[config.mk]
export PLATFORM = sky130hd
export DESIGN_NAME = csr_file_m
export DESIGN_NICKNAME = d
export VERILOG_FILES = /design/src/rtl/rv32ima_pkg.sv /design/src/rtl/csr_file_m_counter.sv /design/src/rtl/csr_file_m.sv
export SDC_FILE = /design/constraint.sdc
export NUM_CORES = 1
export LEC_CHECK = 0
export CAP_MARGIN = 25
export CELL_PAD_IN_SITES_DETAIL_PLACEMENT = 0
export CELL_PAD_IN_SITES_GLOBAL_PLACEMENT = 1
export CORE_MARGIN = 2
export CORE_UTILIZATION = 38
export DETAILED_ROUTE_END_ITERATION = 10
export PLACE_DENSITY_LB_ADDON = 0.1
export SETUP_SLACK_MARGIN = 0.1
export SYNTH_ARGS = -nofsm -noshare
export SYNTH_HDL_FRONTEND = slang
export SYNTH_SLANG_ARGS = --single-unit
[constraint.sdc]
create_clock -name clk -period 9.1 [get_ports clk]
set_input_delay 1.82 -clock clk [delete_from_list [all_inputs] [get_ports clk]]
set_output_delay 1.82 -clock clk [all_outputs]
set_load 0.03 [all_outputs]
[src/rtl/rv32ima_pkg.sv]
// rv32ima_pkg: shared definitions for the RV32IMA machine-mode CSR file.
//   - machine-mode CSR addresses
//   - Zicsr funct3 encodings (csr_funct3_t)
//   - mstatus field bit positions
//   - per-CSR reset values and WARL write masks, plus MISA_VAL
//   - warl_merge(): applies a write mask to an old/new value pair
package rv32ima_pkg;

    // Machine-mode CSR addresses
    localparam logic [11:0] CSR_MVENDORID = 12'hF11;
    localparam logic [11:0] CSR_MARCHID   = 12'hF12;
    localparam logic [11:0] CSR_MIMPID    = 12'hF13;
    localparam logic [11:0] CSR_MHARTID   = 12'hF14;
    localparam logic [11:0] CSR_MSTATUS   = 12'h300;
    localparam logic [11:0] CSR_MISA      = 12'h301;
    localparam logic [11:0] CSR_MIE       = 12'h304;
    localparam logic [11:0] CSR_MTVEC     = 12'h305;
    localparam logic [11:0] CSR_MSCRATCH  = 12'h340;
    localparam logic [11:0] CSR_MEPC      = 12'h341;
    localparam logic [11:0] CSR_MCAUSE    = 12'h342;
    localparam logic [11:0] CSR_MTVAL     = 12'h343;
    localparam logic [11:0] CSR_MIP       = 12'h344;
    localparam logic [11:0] CSR_MCYCLE    = 12'hB00;
    localparam logic [11:0] CSR_MINSTRET  = 12'hB02;
    localparam logic [11:0] CSR_MCYCLEH   = 12'hB80;
    localparam logic [11:0] CSR_MINSTRETH = 12'hB82;

    // Zicsr funct3; 000 and 100 are reserved
    typedef enum logic [2:0] {
        F3_RSV0 = 3'b000,
        F3_RW   = 3'b001,
        F3_RS   = 3'b010,
        F3_RC   = 3'b011,
        F3_RSV4 = 3'b100,
        F3_RWI  = 3'b101,
        F3_RSI  = 3'b110,
        F3_RCI  = 3'b111
    } csr_funct3_t;

    // mstatus field positions
    localparam int MSTATUS_MIE_BIT  = 3;
    localparam int MSTATUS_MPIE_BIT = 7;
    localparam int MSTATUS_MPP_LO   = 11;
    localparam int MSTATUS_MPP_HI   = 12;

    // Read-only identification
    localparam logic [31:0] MISA_VAL = 32'h4000_1101;  // RV32IMA

    // Reset values
    localparam logic [31:0] MSTATUS_RST = 32'h0000_1800;  // MPP = 11
    localparam logic [31:0] CSR_ZERO_RST = 32'h0000_0000;

    // WARL write masks
    localparam logic [31:0] MSTATUS_MASK      = 32'h0000_0088;  // MIE, MPIE
    localparam logic [31:0] MIE_MASK          = 32'h0000_0888;  // MSIE, MTIE, MEIE
    localparam logic [31:0] MTVEC_MASK_DIRECT = 32'hFFFF_FFFC;
    localparam logic [31:0] MTVEC_MASK_VEC    = 32'hFFFF_FFFD;
    localparam logic [31:0] MEPC_MASK         = 32'hFFFF_FFFC;
    localparam logic [31:0] FULL_MASK         = 32'hFFFF_FFFF;

    function automatic logic [31:0] warl_merge(input logic [31:0] old_val,
                                               input logic [31:0] new_val,
                                               input logic [31:0] mask);
        return (old_val & ~mask) | (new_val & mask);
    endfunction

endpackage

[src/rtl/csr_file_m_counter.sv]
// csr_counter64: free-running counter exposed as two XLEN-wide CSR halves.
//   clk, rst   : clock, asynchronous active-high reset (count -> 0)
//   i_inc      : add one this cycle (full-width add, carry crosses halves)
//   i_wr_lo    : load low half from i_wdata; high half holds, no increment
//   i_wr_hi    : load high half from i_wdata; low half holds, no increment
//   i_wdata    : CSR write data
//   o_count    : current count
module csr_counter64 #(
    parameter int CNT_W = 64,
    parameter int XLEN  = 32
) (
    input  logic             clk,
    input  logic             rst,
    input  logic             i_inc,
    input  logic             i_wr_lo,
    input  logic             i_wr_hi,
    input  logic [XLEN-1:0]  i_wdata,
    output logic [CNT_W-1:0] o_count
);

    logic [CNT_W-1:0] r_count;

    // A software write to either half takes precedence over the increment.
    always_ff @(posedge clk or posedge rst) begin
        if (rst) begin
            r_count <= '0;
        end else if (i_wr_lo) begin
            r_count[XLEN-1:0] <= i_wdata;
        end else if (i_wr_hi) begin
            r_count[CNT_W-1:XLEN] <= i_wdata;
        end else if (i_inc) begin
            r_count <= r_count + CNT_W'(1);
        end
    end

    assign o_count = r_count;

endmodule

[src/rtl/csr_file_m.sv]
// csr_file_m: machine-mode CSR file (Zicsr ops, trap entry, MRET, counters).
//   clk, rst          : clock, asynchronous active-high reset
//   csr_valid ..      : CSR instruction inputs (funct3, addr, rs1, zimm,
//                       rs1/zimm-is-zero flag)
//   csr_rdata         : pre-write CSR value, combinational (0 when illegal)
//   csr_illegal       : illegal access, combinational
//   instret_inc       : one instruction retired this cycle
//   trap_valid ..     : trap entry with cause, pc and tval
//   mret_valid        : MRET executing
//   trap_target       : trap handler PC (direct or vectored)
//   mepc_out          : current mepc (MRET return target)
//   mstatus_mie       : global interrupt enable
// csr_valid is a single-cycle qualifier with no backpressure: an access is
// performed in every cycle it is high, and ignored in every cycle it is low.
module csr_file_m
    import rv32ima_pkg::*;
#(
    parameter int XLEN        = 32,
    parameter int HART_ID     = 0,
    parameter int CNT_W       = 64,
    parameter int VECTORED_EN = 1
) (
    input  logic            clk,
    input  logic            rst,
    input  logic            csr_valid,
    input  logic [2:0]      csr_funct3,
    input  logic [11:0]     csr_addr,
    input  logic [XLEN-1:0] csr_rs1,
    input  logic [4:0]      csr_uimm,
    input  logic            csr_rs1_idx_zero,
    output logic [XLEN-1:0] csr_rdata,
    output logic            csr_illegal,
    input  logic            instret_inc,
    input  logic            trap_valid,
    input  logic [XLEN-1:0] trap_cause,
    input  logic [XLEN-1:0] trap_pc,
    input  logic [XLEN-1:0] trap_tval,
    input  logic            mret_valid,
    output logic [XLEN-1:0] trap_target,
    output logic [XLEN-1:0] mepc_out,
    output logic            mstatus_mie
);

    localparam logic [31:0] L_MTVEC_MASK =
        (VECTORED_EN != 0) ? MTVEC_MASK_VEC : MTVEC_MASK_DIRECT;

    logic             r_mstatus_mie;
    logic             r_mstatus_mpie;
    logic [XLEN-1:0]  r_mie;
    logic [XLEN-1:0]  r_mtvec;
    logic [XLEN-1:0]  r_mscratch;
    logic [XLEN-1:0]  r_mepc;
    logic [XLEN-1:0]  r_mcause;
    logic [XLEN-1:0]  r_mtval;

    logic [CNT_W-1:0] w_mcycle;
    logic [CNT_W-1:0] w_minstret;

    csr_funct3_t      w_f3;
    logic             w_hit;
    logic             w_rsv_f3;
    logic             w_wr_req;
    logic             w_illegal;
    logic             w_wen;
    logic [XLEN-1:0]  w_mstatus;
    logic [XLEN-1:0]  w_rval;
    logic [XLEN-1:0]  w_wsrc;
    logic [XLEN-1:0]  w_wval;
    logic [XLEN-1:0]  w_tvec_base;
    logic             w_unused;

    // mstatus is stored as two bits; MPP is hardwired to machine mode.
    always_comb begin
        w_mstatus                   = MSTATUS_RST;
        w_mstatus[MSTATUS_MIE_BIT]  = r_mstatus_mie;
        w_mstatus[MSTATUS_MPIE_BIT] = r_mstatus_mpie;
    end

    // Read mux; w_hit drops for unimplemented addresses.
    always_comb begin
        w_hit  = 1'b1;
        w_rval = '0;
        case (csr_addr)
            CSR_MVENDORID, CSR_MARCHID, CSR_MIMPID: w_rval = '0;
            CSR_MHARTID:   w_rval = XLEN'(HART_ID);
            CSR_MISA:      w_rval = MISA_VAL;
            CSR_MSTATUS:   w_rval = w_mstatus;
            CSR_MIE:       w_rval = r_mie;
            CSR_MIP:       w_rval = '0;  // no pending-interrupt sources wired in
            CSR_MTVEC:     w_rval = r_mtvec;
            CSR_MSCRATCH:  w_rval = r_mscratch;
            CSR_MEPC:      w_rval = r_mepc;
            CSR_MCAUSE:    w_rval = r_mcause;
            CSR_MTVAL:     w_rval = r_mtval;
            CSR_MCYCLE:    w_rval = w_mcycle[XLEN-1:0];
            CSR_MCYCLEH:   w_rval = w_mcycle[CNT_W-1:XLEN];
            CSR_MINSTRET:  w_rval = w_minstret[XLEN-1:0];
            CSR_MINSTRETH: w_rval = w_minstret[CNT_W-1:XLEN];
            default:       w_hit  = 1'b0;
        endcase
    end

    // Operation decode and write-value computation.
    always_comb begin
        w_f3     = csr_funct3_t'(csr_funct3);
        w_wsrc   = csr_funct3[2] ? {{(XLEN-5){1'b0}}, csr_uimm} : csr_rs1;
        w_wval   = w_rval;
        w_wr_req = 1'b0;
        w_rsv_f3 = 1'b0;
        case (w_f3)
            F3_RW, F3_RWI: begin
                w_wval   = w_wsrc;
                w_wr_req = 1'b1;
            end
            F3_RS, F3_RSI: begin
                w_wval   = w_rval | w_wsrc;
                w_wr_req = !csr_rs1_idx_zero;
            end
            F3_RC, F3_RCI: begin
                w_wval   = w_rval & ~w_wsrc;
                w_wr_req = !csr_rs1_idx_zero;
            end
            default: w_rsv_f3 = 1'b1;
        endcase
    end

    // addr[11:10] == 11 is the read-only CSR space.
    assign w_illegal = csr_valid &&
                       (!w_hit || w_rsv_f3 || (w_wr_req && (csr_addr[11:10] == 2'b11)));
    // A trap in the same cycle cancels the CSR write completely.
    assign w_wen     = csr_valid && !w_illegal && w_wr_req && !trap_valid;

    assign csr_illegal = w_illegal;
    assign csr_rdata   = (csr_valid && !w_illegal) ? w_rval : '0;

    // Trap > MRET > CSR write. MRET only competes with a write to mstatus.
    always_ff @(posedge clk or posedge rst) begin
        if (rst) begin
            r_mstatus_mie  <= MSTATUS_RST[MSTATUS_MIE_BIT];
            r_mstatus_mpie <= MSTATUS_RST[MSTATUS_MPIE_BIT];
            r_mie          <= CSR_ZERO_RST;
            r_mtvec        <= CSR_ZERO_RST;
            r_mscratch     <= CSR_ZERO_RST;
            r_mepc         <= CSR_ZERO_RST;
            r_mcause       <= CSR_ZERO_RST;
            r_mtval        <= CSR_ZERO_RST;
        end else if (trap_valid) begin
            r_mepc         <= {trap_pc[XLEN-1:2], 2'b00};
            r_mcause       <= trap_cause;
            r_mtval        <= trap_tval;
            r_mstatus_mpie <= r_mstatus_mie;
            r_mstatus_mie  <= 1'b0;
        end else begin
            if (mret_valid) begin
                r_mstatus_mie  <= r_mstatus_mpie;
                r_mstatus_mpie <= 1'b1;
            end else if (w_wen && (csr_addr == CSR_MSTATUS)) begin
                r_mstatus_mie  <= w_wval[MSTATUS_MIE_BIT];
                r_mstatus_mpie <= w_wval[MSTATUS_MPIE_BIT];
            end
            if (w_wen) begin
                case (csr_addr)
                    CSR_MIE:      r_mie      <= warl_merge(r_mie, w_wval, MIE_MASK);
                    CSR_MTVEC:    r_mtvec    <= warl_merge(r_mtvec, w_wval, L_MTVEC_MASK);
                    CSR_MSCRATCH: r_mscratch <= warl_merge(r_mscratch, w_wval, FULL_MASK);
                    CSR_MEPC:     r_mepc     <= warl_merge(r_mepc, w_wval, MEPC_MASK);
                    CSR_MCAUSE:   r_mcause   <= warl_merge(r_mcause, w_wval, FULL_MASK);
                    CSR_MTVAL:    r_mtval    <= warl_merge(r_mtval, w_wval, FULL_MASK);
                    default: ;
                endcase
            end
        end
    end

    csr_counter64 #(
        .CNT_W (CNT_W),
        .XLEN  (XLEN)
    ) u_mcycle (
        .clk     (clk),
        .rst     (rst),
        .i_inc   (1'b1),
        .i_wr_lo (w_wen && (csr_addr == CSR_MCYCLE)),
        .i_wr_hi (w_wen && (csr_addr == CSR_MCYCLEH)),
        .i_wdata (w_wval),
        .o_count (w_mcycle)
    );

    csr_counter64 #(
        .CNT_W (CNT_W),
        .XLEN  (XLEN)
    ) u_minstret (
        .clk     (clk),
        .rst     (rst),
        .i_inc   (instret_inc),
        .i_wr_lo (w_wen && (csr_addr == CSR_MINSTRET)),
        .i_wr_hi (w_wen && (csr_addr == CSR_MINSTRETH)),
        .i_wdata (w_wval),
        .o_count (w_minstret)
    );

    // Vectored mode applies to interrupts only; exceptions use the base.
    assign w_tvec_base = {r_mtvec[XLEN-1:2], 2'b00};
    assign trap_target = (r_mtvec[0] && trap_cause[XLEN-1])
                       ? w_tvec_base + {{(XLEN-7){1'b0}}, trap_cause[4:0], 2'b00}
                       : w_tvec_base;

    assign mepc_out    = r_mepc;
    assign mstatus_mie = r_mstatus_mie;

    // mepc is word aligned, so the low pc bits are never stored.
    assign w_unused = &{1'b0, trap_pc[1:0]};

endmodule
==> results.sh <==
export IMPL_status="completed"
export IMPL_cap_viol_max_count=0
export IMPL_yosys_mux_area_fraction_pct=4.19
export IMPL_yosysTopAreaCellShare_pct=37.8
export IMPL_worstHoldPathType="flip-flop to flip-flop"
export IMPL_p_per_area_nw_per_um2=152
export IMPL_core_um2=50000
export IMPL_nets=2612
export IMPL_h_tree_depth=2
export IMPL_total_power_mw=3.58
export IMPL_ys_ff_latch=290
export IMPL_fp_dieArea_um2=52300
export IMPL_fin_area_um2=23600
export IMPL_ios=253
export IMPL_synth_compound_area_share_pct=24.6
export IMPL_critical_path_class="input port to output pin"
export IMPL_hpwl_um=71000
export IMPL_synth_top_cells_by_area="dfrtp_1 (38%), o21ai_0 (5.1%), nand2_1 (4.8%)"
export IMPL_cts_max_path_buffers=3
export IMPL_ys_types=102
export IMPL_synthArstFlopShare_pct=100
export IMPL_via_per_inst=6.55
export IMPL_cts_tree="done"
export IMPL_layout_drive_gt1_share_pct=9.16
export IMPL_row_count=82
export IMPL_yosys_area_share_simple_pct=24.4
export IMPL_postCtsSetupBuffers=0
export IMPL_synth_top_family_by_area="compound AO/OA/AOI/OAI gates"
export IMPL_synth_most_common_cell="dfrtp_1"
export IMPL_grt_pass1_wl_um=141000
export IMPL_setup_tns_ns=0
export IMPL_area_growth_pct=23.2
export IMPL_clock_sinks=290
export IMPL_grt_pass1_vias=19300
export IMPL_cts_hold_buf=0
export IMPL_required_ns=7.28
export IMPL_routed_wl_um=97900
export IMPL_clk_insertion_delay_late_ns=0.57
export IMPL_synth_edf_count=0
export IMPL_path_max_fanout=22
export IMPL_drc=0
export IMPL_ant_nets=0
export IMPL_ys_flop_type="dfrtp_1"
export IMPL_worst_slew_pin_slew_ns=1.34
export IMPL_period_share_pct=87.2
export IMPL_ys_top_cells_by_count="dfrtp_1 (290), nand2_1 (247), o21ai_0 (196)"
export IMPL_antenna_found_initial=4
export IMPL_grt_max_degree=129
export IMPL_startpoint_type="input port"
export IMPL_cts_resized_gates=0
export IMPL_yosys_area_top_type="dfrtp_1"
export IMPL_setup_ws_ns=1.16
export IMPL_cts_clk_slew_worst_paths_ns=0.06
export IMPL_ys_seq_area_share_pct=37.8
export IMPL_setup_viol=0
export IMPL_synth_cells=2273
export IMPL_place_congestion=0.989
export IMPL_wl_per_cell_um=31.0
export IMPL_dpl_instance_area_um2=22300
export IMPL_pre_cts_slack_ns=1.26
export IMPL_ir_worst_vdd_mv=0.134
export IMPL_initial_core_util_pct=38.4
export IMPL_power_leakage_nw=9.08
export IMPL_drt_initial_drc_count=2854
export IMPL_hold_viol=0
export IMPL_cp_end_kind="output pin"
export IMPL_min_period_ns=7.94
export IMPL_cp_arrival_ns=6.12
export IMPL_grt_overflow_total=0
export IMPL_synth_area_um2=19200
export IMPL_fin_hold_ws_ns=0.482
export IMPL_fmax_ghz=0.126
export IMPL_place_port_buffers=246
export IMPL_synth_xor_area_share_pct=3.70
export IMPL_clock_skew_ns=0.0173
export IMPL_synth_fa_ha_area_share_pct=0.561
export IMPL_relSlewSlack_pct=10.7
export IMPL_drtPass1Iterations=7
export IMPL_root_buffer="clkbuf_16"
export IMPL_die_height_um=229
export IMPL_vias=20700
export IMPL_avgSynthCellArea_um2=8.44
export IMPL_cts_buffers=37
export IMPL_gr_usage_all_layers_pct=36.7
export IMPL_die_x_um=229
export IMPL_yosysWarnings=0
export IMPL_grt_setup_unrepaired="no"
export IMPL_final_max_slew_viol_count=0
worst max-delay path: stages:
cell,delay [ns]
clkdlybuf4s50_1,0.65
and4bb_1,0.93
nand3_1,0.85
a21oi_1,0.69
a2111oi_0,0.19
buf_4,0.19
nor2_1,0.09
clkdlybuf4s50_1,0.67
final cells by class:
| class | count | area (µm²) |
|---|---|---|
| antenna | 4 | 10.0 |
| clock buffer | 48 | 1040 |
| clock inverter | 19 | 253 |
| fill | 4898 | 26300 |
| inverter | 34 | 131 |
| multi-input combinational | 1775 | 11100 |
| sequential | 290 | 7260 |
| tap | 672 | 841 |
| timing repair buffer | 311 | 2980 |
metrics by stage:
step	util, %	instances
6_report	47.3	3153
5_1_grt	47.3	3149
4_1_cts	47.2	3147
3_5_place_dp	44.6	3080
3_3_place_gp	44.5	3076
2_1_floorplan	-	2276
metal layers:
layer / GRT usage [%] / routed length [µm] / vias up
met1: 51.0 / 41400 / 10300
met3: 9.02 / 9960 / 238
li1: - / - / 8838
met2: 53.4 / 41300 / 1253
met5: 0 / 0 / -
met4: 17.1 / 5180 / 0
flip-flops by register name, summed over array words and instances, names as in the netlist:
name                flops
r_mcause               32
u_minstret.o_count     64
u_mcycle.o_count       64
mepc_out               30
r_mstatus_mpie          1
mstatus_mie             1
r_mie                   3
r_mscratch             32
r_mtvec                31
r_mtval                32
kinds of logic (layout without fill, tap and decap cells):
| group | after synthesis | count (layout) |
|---|---|---|
| compound gates | 725 | 725 |
| xor+xnor | 81 | 81 |
| fa+ha+maj | 8 | 8 |
| buf+inv | 211 | 412 |
| flops | 290 | 290 |
| mux | 74 | 74 |
| other cells | 1 | 8 |
| simple gates | 883 | 883 |
cell usage in the layout (no fill, tap or decap), types with 19 or more instances in the layout:
cell and count:
o21ai_0 195, mux2i_1 42, nor3b_1 74, xor2_1 19
inv_1 32, nand3_1 69, a22oi_1 46, a22o_1 31
o211ai_1 21, nor2b_1 29, a21oi_1 174, nor2_1 160
o21ai_1 34, nor3_1 55, nand2_1 246, xnor2_1 62
clkdlybuf4s50_1 242, mux2_2 29, clkbuf_16 37, and3_1 49
a211oi_1 20, dfrtp_1 290, buf_4 58, a31oi_1 22
o22ai_1 23, nand4_1 67
where the power goes:
part	switching, mW	leakage [nW]	internal, mW
combinational	0.315	4.74	0.211
sequential	0.109	3.70	1.36
clock	0.637	0.640	0.952
total	1.06	9.08	2.52
path summary, 6_finish.rpt:
check / start / end / slack [ns] / cells after the start
max in group asynchronous: rst / r_mtval[17]$_DFFE_PP0P_ / 5.77 / 4
worst max register to register: u_mcycle.o_count[2]$_DFFE_PP0P_ / u_mcycle.o_count[55]$_DFFE_PP0N_ / 5.47 / 7
worst min register to register: r_mie[3]$_DFFE_PP0P_ / r_mie[3]$_DFFE_PP0P_ / 0.48 / 2
min in group asynchronous: rst / u_minstret.o_count[39]$_DFFE_PP0P_ / 1.83 / 3
worst max-delay path: csr_addr[11] / csr_rdata[24] / 1.16 / 8
worst min-delay path: r_mie[3]$_DFFE_PP0P_ / r_mie[3]$_DFFE_PP0P_ / 0.48 / 2
Power figures use the tool's default switching activity.
